`src/rtl/rom_config_arbiter_if.sv`:
```
// Requester, status and ROM-side signals of the two-requester config ROM arbiter.
// The master side drives requests and ROM data; the arbiter is the slave.
interface rom_config_arbiter_if #(
  parameter int ADDR_W = 6
);
  logic              req_0;
  logic              req_1;
  logic [ADDR_W-1:0] addr_0;
  logic [ADDR_W-1:0] addr_1;
  logic [ADDR_W-1:0] len_0;
  logic [ADDR_W-1:0] len_1;
  logic              gnt_0;
  logic              gnt_1;
  logic              rvalid_0;
  logic              rvalid_1;
  logic [7:0]        rdata_0;
  logic [7:0]        rdata_1;
  logic              done_0;
  logic              done_1;
  logic              busy;
  logic [ADDR_W-1:0] rom_address;
  logic [7:0]        rom_q;

  modport master (
    output req_0, req_1, addr_0, addr_1, len_0, len_1, rom_q,
    input  gnt_0, gnt_1, rvalid_0, rvalid_1, rdata_0, rdata_1,
    input  done_0, done_1, busy, rom_address
  );

  modport slave (
    input  req_0, req_1, addr_0, addr_1, len_0, len_1, rom_q,
    output gnt_0, gnt_1, rvalid_0, rvalid_1, rdata_0, rdata_1,
    output done_0, done_1, busy, rom_address
  );
endinterface

```
`src/rtl/rom_config_arbiter.sv`:
```
// Round-robin arbiter granting whole bursts of config-ROM reads to one of two
// requesters and steering the delayed ROM data back to the burst owner.
module rom_config_arbiter #(
  parameter int READ_LATENCY = 2,
  parameter int ADDR_W       = 6
) (
  input  logic                 clk,
  input  logic                 reset,
  rom_config_arbiter_if.slave  bus
);

  typedef enum logic [0:0] {
    IDLE  = 1'b0,
    BURST = 1'b1
  } state_t;

  localparam logic [ADDR_W:0]   REM_ONE  = {{ADDR_W{1'b0}}, 1'b1};
  localparam logic [ADDR_W-1:0] ADDR_ONE = {{(ADDR_W-1){1'b0}}, 1'b1};

  state_t                  state_r;
  logic [ADDR_W:0]         rem_r;
  logic [ADDR_W-1:0]       rom_address_r;
  logic                    owner_r;
  logic                    last_srv_r;
  logic                    gnt_0_r;
  logic                    gnt_1_r;
  logic [READ_LATENCY-1:0] pipe_vld_r;
  logic [READ_LATENCY-1:0] pipe_id_r;
  logic [READ_LATENCY-1:0] pipe_last_r;
  logic                    rvalid_0_r;
  logic                    rvalid_1_r;
  logic [7:0]              rdata_0_r;
  logic [7:0]              rdata_1_r;
  logic                    done_0_r;
  logic                    done_1_r;
  logic                    busy_r;

  logic                    accept_s;
  logic                    win_s;
  logic [ADDR_W-1:0]       win_addr_s;
  logic [ADDR_W-1:0]       win_len_s;
  logic [ADDR_W:0]         win_words_s;
  logic                    issue_s;
  logic                    ret_0_s;
  logic                    ret_1_s;

  // Arbitration: only in IDLE; a tie goes to the requester not served last.
  always_comb begin
    accept_s = 1'b0;
    win_s    = 1'b0;
    if (state_r == IDLE) begin
      accept_s = bus.req_0 | bus.req_1;
      if (bus.req_0 && bus.req_1) begin
        win_s = ~last_srv_r;
      end else begin
        win_s = bus.req_1;
      end
    end else begin
      accept_s = 1'b0;
      win_s    = 1'b0;
    end
    win_addr_s = win_s ? bus.addr_1 : bus.addr_0;
    win_len_s  = win_s ? bus.len_1 : bus.len_0;
    if (win_len_s == {ADDR_W{1'b0}}) begin
      win_words_s = {1'b1, {ADDR_W{1'b0}}};
    end else begin
      win_words_s = {1'b0, win_len_s};
    end
  end

  assign issue_s = (state_r == BURST);
  assign ret_0_s = pipe_vld_r[READ_LATENCY-1] & ~pipe_id_r[READ_LATENCY-1];
  assign ret_1_s = pipe_vld_r[READ_LATENCY-1] &  pipe_id_r[READ_LATENCY-1];

  // Burst FSM: grant pulse, address generation and remaining-word count.
  always_ff @(posedge clk or posedge reset) begin
    if (reset) begin
      state_r       <= IDLE;
      rem_r         <= {(ADDR_W+1){1'b0}};
      rom_address_r <= {ADDR_W{1'b0}};
      owner_r       <= 1'b0;
      last_srv_r    <= 1'b1;
      gnt_0_r       <= 1'b0;
      gnt_1_r       <= 1'b0;
    end else begin
      gnt_0_r <= accept_s & ~win_s;
      gnt_1_r <= accept_s &  win_s;
      case (state_r)
        IDLE: begin
          if (accept_s) begin
            state_r       <= BURST;
            rom_address_r <= win_addr_s;
            rem_r         <= win_words_s;
            owner_r       <= win_s;
            last_srv_r    <= win_s;
          end else begin
            state_r <= IDLE;
          end
        end
        BURST: begin
          rom_address_r <= rom_address_r + ADDR_ONE;
          rem_r         <= rem_r - REM_ONE;
          if (rem_r == REM_ONE) begin
            state_r <= IDLE;
          end else begin
            state_r <= BURST;
          end
        end
        default: begin
          state_r <= IDLE;
        end
      endcase
    end
  end

  // Return tracking: READ_LATENCY tag stages plus the registered output stage.
  always_ff @(posedge clk or posedge reset) begin
    if (reset) begin
      pipe_vld_r  <= {READ_LATENCY{1'b0}};
      pipe_id_r   <= {READ_LATENCY{1'b0}};
      pipe_last_r <= {READ_LATENCY{1'b0}};
      rvalid_0_r  <= 1'b0;
      rvalid_1_r  <= 1'b0;
      rdata_0_r   <= 8'h00;
      rdata_1_r   <= 8'h00;
      done_0_r    <= 1'b0;
      done_1_r    <= 1'b0;
      busy_r      <= 1'b0;
    end else begin
      pipe_vld_r[0]  <= issue_s;
      pipe_id_r[0]   <= owner_r;
      pipe_last_r[0] <= (rem_r == REM_ONE);
      for (int k = 1; k < READ_LATENCY; k++) begin
        pipe_vld_r[k]  <= pipe_vld_r[k-1];
        pipe_id_r[k]   <= pipe_id_r[k-1];
        pipe_last_r[k] <= pipe_last_r[k-1];
      end
      rvalid_0_r <= ret_0_s;
      rvalid_1_r <= ret_1_s;
      done_0_r   <= ret_0_s & pipe_last_r[READ_LATENCY-1];
      done_1_r   <= ret_1_s & pipe_last_r[READ_LATENCY-1];
      if (ret_0_s) begin
        rdata_0_r <= bus.rom_q;
      end else begin
        rdata_0_r <= rdata_0_r;
      end
      if (ret_1_s) begin
        rdata_1_r <= bus.rom_q;
      end else begin
        rdata_1_r <= rdata_1_r;
      end
      // Anything still in the tag pipe will become an rvalid next cycle or later.
      busy_r <= accept_s | issue_s | (|pipe_vld_r);
    end
  end

  assign bus.gnt_0       = gnt_0_r;
  assign bus.gnt_1       = gnt_1_r;
  assign bus.rvalid_0    = rvalid_0_r;
  assign bus.rvalid_1    = rvalid_1_r;
  assign bus.rdata_0     = rdata_0_r;
  assign bus.rdata_1     = rdata_1_r;
  assign bus.done_0      = done_0_r;
  assign bus.done_1      = done_1_r;
  assign bus.busy        = busy_r;
  assign bus.rom_address = rom_address_r;

endmodule

```
`src/flat_wrapper.sv`:
```
// flat-port wrapper written by rule: the top's interface ports become plain ports
module rom_config_arbiter_flat 
#(
  parameter int READ_LATENCY = 2,
  parameter int ADDR_W       = 6
)
  (clk, reset, bus_req_0, bus_req_1, bus_addr_0, bus_addr_1, bus_len_0, bus_len_1, bus_rom_q, bus_gnt_0, bus_gnt_1, bus_rvalid_0, bus_rvalid_1, bus_rdata_0, bus_rdata_1, bus_done_0, bus_done_1, bus_busy, bus_rom_address);
  rom_config_arbiter_if #(.ADDR_W(ADDR_W)) bus_i ();
  input  logic clk;
  input  logic reset;
  input wire logic [$bits(bus_i.req_0)-1:0] bus_req_0;
  input wire logic [$bits(bus_i.req_1)-1:0] bus_req_1;
  input wire logic [$bits(bus_i.addr_0)-1:0] bus_addr_0;
  input wire logic [$bits(bus_i.addr_1)-1:0] bus_addr_1;
  input wire logic [$bits(bus_i.len_0)-1:0] bus_len_0;
  input wire logic [$bits(bus_i.len_1)-1:0] bus_len_1;
  input wire logic [$bits(bus_i.rom_q)-1:0] bus_rom_q;
  output wire logic [$bits(bus_i.gnt_0)-1:0] bus_gnt_0;
  output wire logic [$bits(bus_i.gnt_1)-1:0] bus_gnt_1;
  output wire logic [$bits(bus_i.rvalid_0)-1:0] bus_rvalid_0;
  output wire logic [$bits(bus_i.rvalid_1)-1:0] bus_rvalid_1;
  output wire logic [$bits(bus_i.rdata_0)-1:0] bus_rdata_0;
  output wire logic [$bits(bus_i.rdata_1)-1:0] bus_rdata_1;
  output wire logic [$bits(bus_i.done_0)-1:0] bus_done_0;
  output wire logic [$bits(bus_i.done_1)-1:0] bus_done_1;
  output wire logic [$bits(bus_i.busy)-1:0] bus_busy;
  output wire logic [$bits(bus_i.rom_address)-1:0] bus_rom_address;
  assign bus_i.req_0 = bus_req_0;
  assign bus_i.req_1 = bus_req_1;
  assign bus_i.addr_0 = bus_addr_0;
  assign bus_i.addr_1 = bus_addr_1;
  assign bus_i.len_0 = bus_len_0;
  assign bus_i.len_1 = bus_len_1;
  assign bus_i.rom_q = bus_rom_q;
  assign bus_gnt_0 = bus_i.gnt_0;
  assign bus_gnt_1 = bus_i.gnt_1;
  assign bus_rvalid_0 = bus_i.rvalid_0;
  assign bus_rvalid_1 = bus_i.rvalid_1;
  assign bus_rdata_0 = bus_i.rdata_0;
  assign bus_rdata_1 = bus_i.rdata_1;
  assign bus_done_0 = bus_i.done_0;
  assign bus_done_1 = bus_i.done_1;
  assign bus_busy = bus_i.busy;
  assign bus_rom_address = bus_i.rom_address;
  rom_config_arbiter #(.READ_LATENCY(READ_LATENCY), .ADDR_W(ADDR_W)) u_core (.clk(clk), .reset(reset), .bus(bus_i));
endmodule
```
`config.mk`:
```
export PLATFORM = sky130hd
export DESIGN_NAME = rom_config_arbiter_flat
export DESIGN_NICKNAME = d
export VERILOG_FILES = /design/src/rtl/rom_config_arbiter_if.sv /design/src/rtl/rom_config_arbiter.sv /design/src/flat_wrapper.sv
export SDC_FILE = /design/constraint.sdc
export NUM_CORES = 1
export LEC_CHECK = 0
export BUFFER_PORTS_ARGS = -buffer_cell sky130_fd_sc_hd__buf_2
export CAP_MARGIN = 20
export CORE_ASPECT_RATIO = 0.5
export CORE_UTILIZATION = 45
export CTS_CLUSTER_SIZE = 20
export DETAILED_ROUTE_END_ITERATION = 16
export PLACE_DENSITY = 0.76
export SETUP_SLACK_MARGIN = 0.2
export SLEW_MARGIN = 30
export SYNTH_ARGS = -nofsm -noshare
export SYNTH_HDL_FRONTEND = slang
export SYNTH_SLANG_ARGS = --single-unit
export TNS_END_PERCENT = 20
```
`constraint.sdc`:
```
create_clock -name clk -period 2.5 [get_ports clk]
set_clock_uncertainty 0.05 [all_clocks]
set_input_delay 0.125 -clock clk [delete_from_list [all_inputs] [get_ports clk]]
set_output_delay 0.125 -clock clk [all_outputs]
set_load 0.01 [all_outputs]
```
==> run summary <==
The clock buffer count from CTS came out at 5. The final sum of negative setup slack came out at 0 ns. The floorplan step set the die width to 95.5 µm. Dividing the synthesized area by the synthesized cell count gives 12.3 µm². The maximum number of pins on one net before global-route repair came out at 46. The achievable clock frequency came out at 560 MHz.

The wire length of the first global-routing pass is 6.71 mm. The first TritonRoute pass finished after 4 iterations. In this run the vertical extent of the chip is 48.8 µm.

The final hold violation count came out at 0. The startpoint identified for the worst register-to-register timing path is u_core.issue_s. The number of antenna violations at the first check in global routing came out at 0. Once the clock tree was built, the setup fixing pass inserted 0 buffers. The proportion of power drawn by combinational gates came out at 36.3%. The worst setup path is captured at a flop. The final critical delay including setup and external delays is 1.79 ns.

The signed area change from the synthesized netlist to the final layout is 24.9%. The number of slew-limit violations in the final report came out at 0. The clock-pin slew on the worst setup and hold paths came out at 0.09 ns. The die covers 0.00466 mm².

The final period utilization is 71.5%. The aggregate global-route resource usage is 19.0%. The worst IR drop on VDD is 374 µV. For this run the aggregate overflow at the end of global routing stands at 0. The buffer depth of the longest clock path came out at 2. The clock tree from TritonCTS is built. The slowest stage of the critical path belongs to the cell sky130_fd_sc_hd__dfrtp_1. The proportion of power drawn by flip-flops and latches is 44.7%. The cell-internal power is 1.87 mW. The net count after synthesis came out at 199.

The flow ran to the end, and the final reports show no timing, DRC or antenna violations. The number of antenna diodes in the final layout is 0. The core utilization of the finished layout is 60.8%.

The launching element of the worst setup path is u_core.issue_s. The number of global-route vias before repair is 1,396. Max-cap violations in this run came to 0. The area of the core is 0.00404 mm². For this block, the routed nets add up to 4.12 mm of wire.

The number of sinks on the clock net is 45. The net switching power figure came out at 983 µW. The final weighted congestion in routability-driven placement came out at 0.896. The kind of cell adding the most delay to the critical path is flip-flops. The H-tree generated during clock tree synthesis spans 2 levels. The placed instances occupy a cell area of 0.00233 mm². The root buffer cell chosen for the clock tree is sky130_fd_sc_hd__clkbuf_8.

The post-detailed-placement half-perimeter wirelength came out at 3.00 mm. Once layout is done, the placed cells without fillers occupy 0.00246 mm². STA classifies the critical path startpoint as a flop.

Setup repair after global routing left no endpoint under its margin. For the pin with the worst max-slew slack, the measured transition is 0.916 ns. The path class of the tightest hold or removal check is input port to flop. The proportion of layout cells with a drive suffix above 1 is 42.4%. The number of setup violations in the final report came out at 0. The clock insertion delay at the later pin of the skew report came out at 0.29 ns.

The detailed-route wire length per cell is 14.6 µm. The startpoint of the most critical hold path is bus_rom_q[7]. Counting every instance in the synthesized netlist gives 160.

The switching part of the total power came out at 34.5%. The clock group share of total power came out at 19.1%. After layout, the worst setup slack is 0.713 ns. The post-layout net count came out at 267.

The number of vias per cell after detailed routing came out at 5.27. The synthesis-stage register bit count came out at 45. The count of warnings emitted by yosys came out at 0. The worst endpoint data arrival time came out at 1.93 ns. For this design the top-level I/O count stands at 65.

Traced cell by cell, the critical path runs through inv_1, nor4_2, nor3_1, a221oi_1. The setup path with the least slack is of type flop to flop. Of all nets on the critical path, the largest fanout is 17.

The worst-case setup slack after placement is 0.778 ns. The required time of the worst setup path is 2.64 ns. The leakage component of the power came out at 1.14 nW. The starting density of the core came out at 48.7%. Power spread over the standard cell area amounts to 1160 mW/mm². The sequential fraction of the synthesis area came out at 57.3%. The number of standard-cell rows in the floorplan is 16.

The count of cell types in the netlist is 45. The count of buffering cells on the critical path with inverters included is 1. The mapped netlist covers 0.00197 mm². In this run, the number of DRC markers left after iteration 0 of detailed routing was 58. In this run the tool buffered the top-level ports with 64 buffer cells. The residual antenna-violating net count after detailed routing is 0. The worst-case headroom to the max-slew limit is 38.8%. The critical path's largest stage delay is 0.70 ns. After detailed routing, the number of remaining DRC violations is 0. The via count of the routed design came out at 1,491.
==> synthesized netlist by cell type (all sizes together) <==
cell | instances | area [µm²]
nor4 | 3 | 25.0
a21oi | 4 | 20.0
o22ai | 3 | 18.8
a21o | 2 | 15.0
and3 | 2 | 12.5
nor3 | 2 | 10.0
nand3 | 6 | 30.0
o221ai | 5 | 43.8
ha | 3 | 37.5
o311ai | 2 | 17.5
xnor2 | 2 | 17.5
and2 | 1 | 6.26
nand2 | 6 | 22.5
o211ai | 2 | 20.0
nor2 | 14 | 60.1
dfrtp | 44 | 1100
inv | 6 | 22.5
o21bai | 1 | 7.51
a221oi | 3 | 26.3
or3 | 1 | 6.26
nand4 | 1 | 6.26
or2 | 1 | 6.26
o31a | 1 | 8.76
clkbuf | 2 | 7.51
buf | 3 | 21.3
nor2b | 1 | 6.26
a21bo | 1 | 10.0
or4b | 1 | 10.0
o21a | 2 | 15.0
o41ai | 1 | 8.76
xor2 | 1 | 8.76
nor3b | 1 | 12.5
o21ai | 4 | 20.0
mux2 | 16 | 180
or4 | 2 | 18.8
mux2i | 6 | 60.1
a22oi | 2 | 15.0
a31oi | 1 | 6.26
dfstp | 1 | 26.3
==> power groups by stage <==
stage / registers [mW] / logic (mW) / clock network (mW)
floorplan: 1.33 / 0.590 / 0
global placement: 1.26 / 1.01 / 0
detailed placement: 1.29 / 1.04 / 0
CTS: 1.27 / 1.05 / 0.552
global route: 1.31 / 1.16 / 0.593
finish: 1.27 / 1.03 / 0.543
==> cells in the final DEF (no fill, tap or decap), types with 2 or more instances in the layout <==
master,netlist,final
sky130_fd_sc_hd__xnor2_1,2,2
sky130_fd_sc_hd__inv_1,6,5
sky130_fd_sc_hd__nand3_1,6,6
sky130_fd_sc_hd__buf_2,2,64
sky130_fd_sc_hd__o21a_1,2,2
sky130_fd_sc_hd__o221ai_1,5,5
sky130_fd_sc_hd__a221oi_1,3,3
sky130_fd_sc_hd__mux2_2,16,16
sky130_fd_sc_hd__a21o_1,2,2
sky130_fd_sc_hd__a22oi_1,2,2
sky130_fd_sc_hd__a21oi_1,4,4
sky130_fd_sc_hd__o22ai_1,3,3
sky130_fd_sc_hd__o21ai_0,4,4
sky130_fd_sc_hd__dfrtp_1,44,44
sky130_fd_sc_hd__nor3_1,2,2
sky130_fd_sc_hd__nor2_1,13,13
sky130_fd_sc_hd__nand2_1,6,6
sky130_fd_sc_hd__mux2i_1,6,6
sky130_fd_sc_hd__nor4_1,2,2
sky130_fd_sc_hd__and3_1,2,2
sky130_fd_sc_hd__clkbuf_8,0,5
sky130_fd_sc_hd__ha_1,3,3
==> repair_timing <==
item / 4_1_cts / 5_1_grt
resized for setup: 0 / 0
hold endpoints to repair: 0 / 44
hold buffers: 0 / 1
==> state kept, by name, summed over array words and instances (netlist names), 2 cells and up <==
signal / flops
u_core.bus.rdata_1: 8
u_core.pipe_last_r: 2
u_core.rem_r: 7
u_core.pipe_id_r: 2
u_core.bus.rdata_0: 8
u_core.bus.rom_address: 6
u_core.pipe_vld_r: 2
==> path summary, 6_finish.rpt <==
path,to,slack (ns),depth (start not counted)
setup / recovery,u_core.rem_r[5],0.71,4
hold / removal,u_core.bus.rdata_1[7],0.02,2
setup reg to reg,u_core.rem_r[5],0.71,4
hold reg to reg,u_core.pipe_id_r[1],0.30,0
max in group asynchronous,u_core.bus.rom_address[1],1.49,3
min in group asynchronous,u_core.bus.rdata_1[6],0.45,3
==> cell type report <==
type | instances | area (µm²)
fillers | 355 | 1590
well taps | 54 | 67.6
repair buffers | 66 | 338
multi-input cells | 104 | 790
clock inverters | 2 | 38.8
inverters | 6 | 23.8
clock buffers | 6 | 72.6
flip-flops and latches | 45 | 1130
==> cells by family (layout without fill, tap and decap cells) <==
group,count (synthesis),in the layout,synth area share [%]
multiplexers,22,22,12.2
flip-flops,45,45,57.3
AO/OA/AOI/OAI,34,34,12.8
AND/OR/NAND/NOR,42,42,11.8
buffers and inverters,11,80,2.61
adder cells (fa/ha/maj),3,3,1.91
XOR/XNOR,3,3,1.34
==> metal layers <==
metal	global-route usage, %	part of all wire, %
met1	26.6	48
met2	30.1	45
met3	4.40	5.9
met4	4.48	0.46
met5	0	0
==> stage by stage <==
step	instances	total power, mW	hold WS (ns)
CTS	282	2.87	0.00353
floorplan	160	1.92	0.145
global route	283	3.07	0.0125
global placement	274	2.27	0.284
finish	283	2.85	0.0219
detailed placement	274	2.33	0.286
Power figures use the tool's default switching activity.
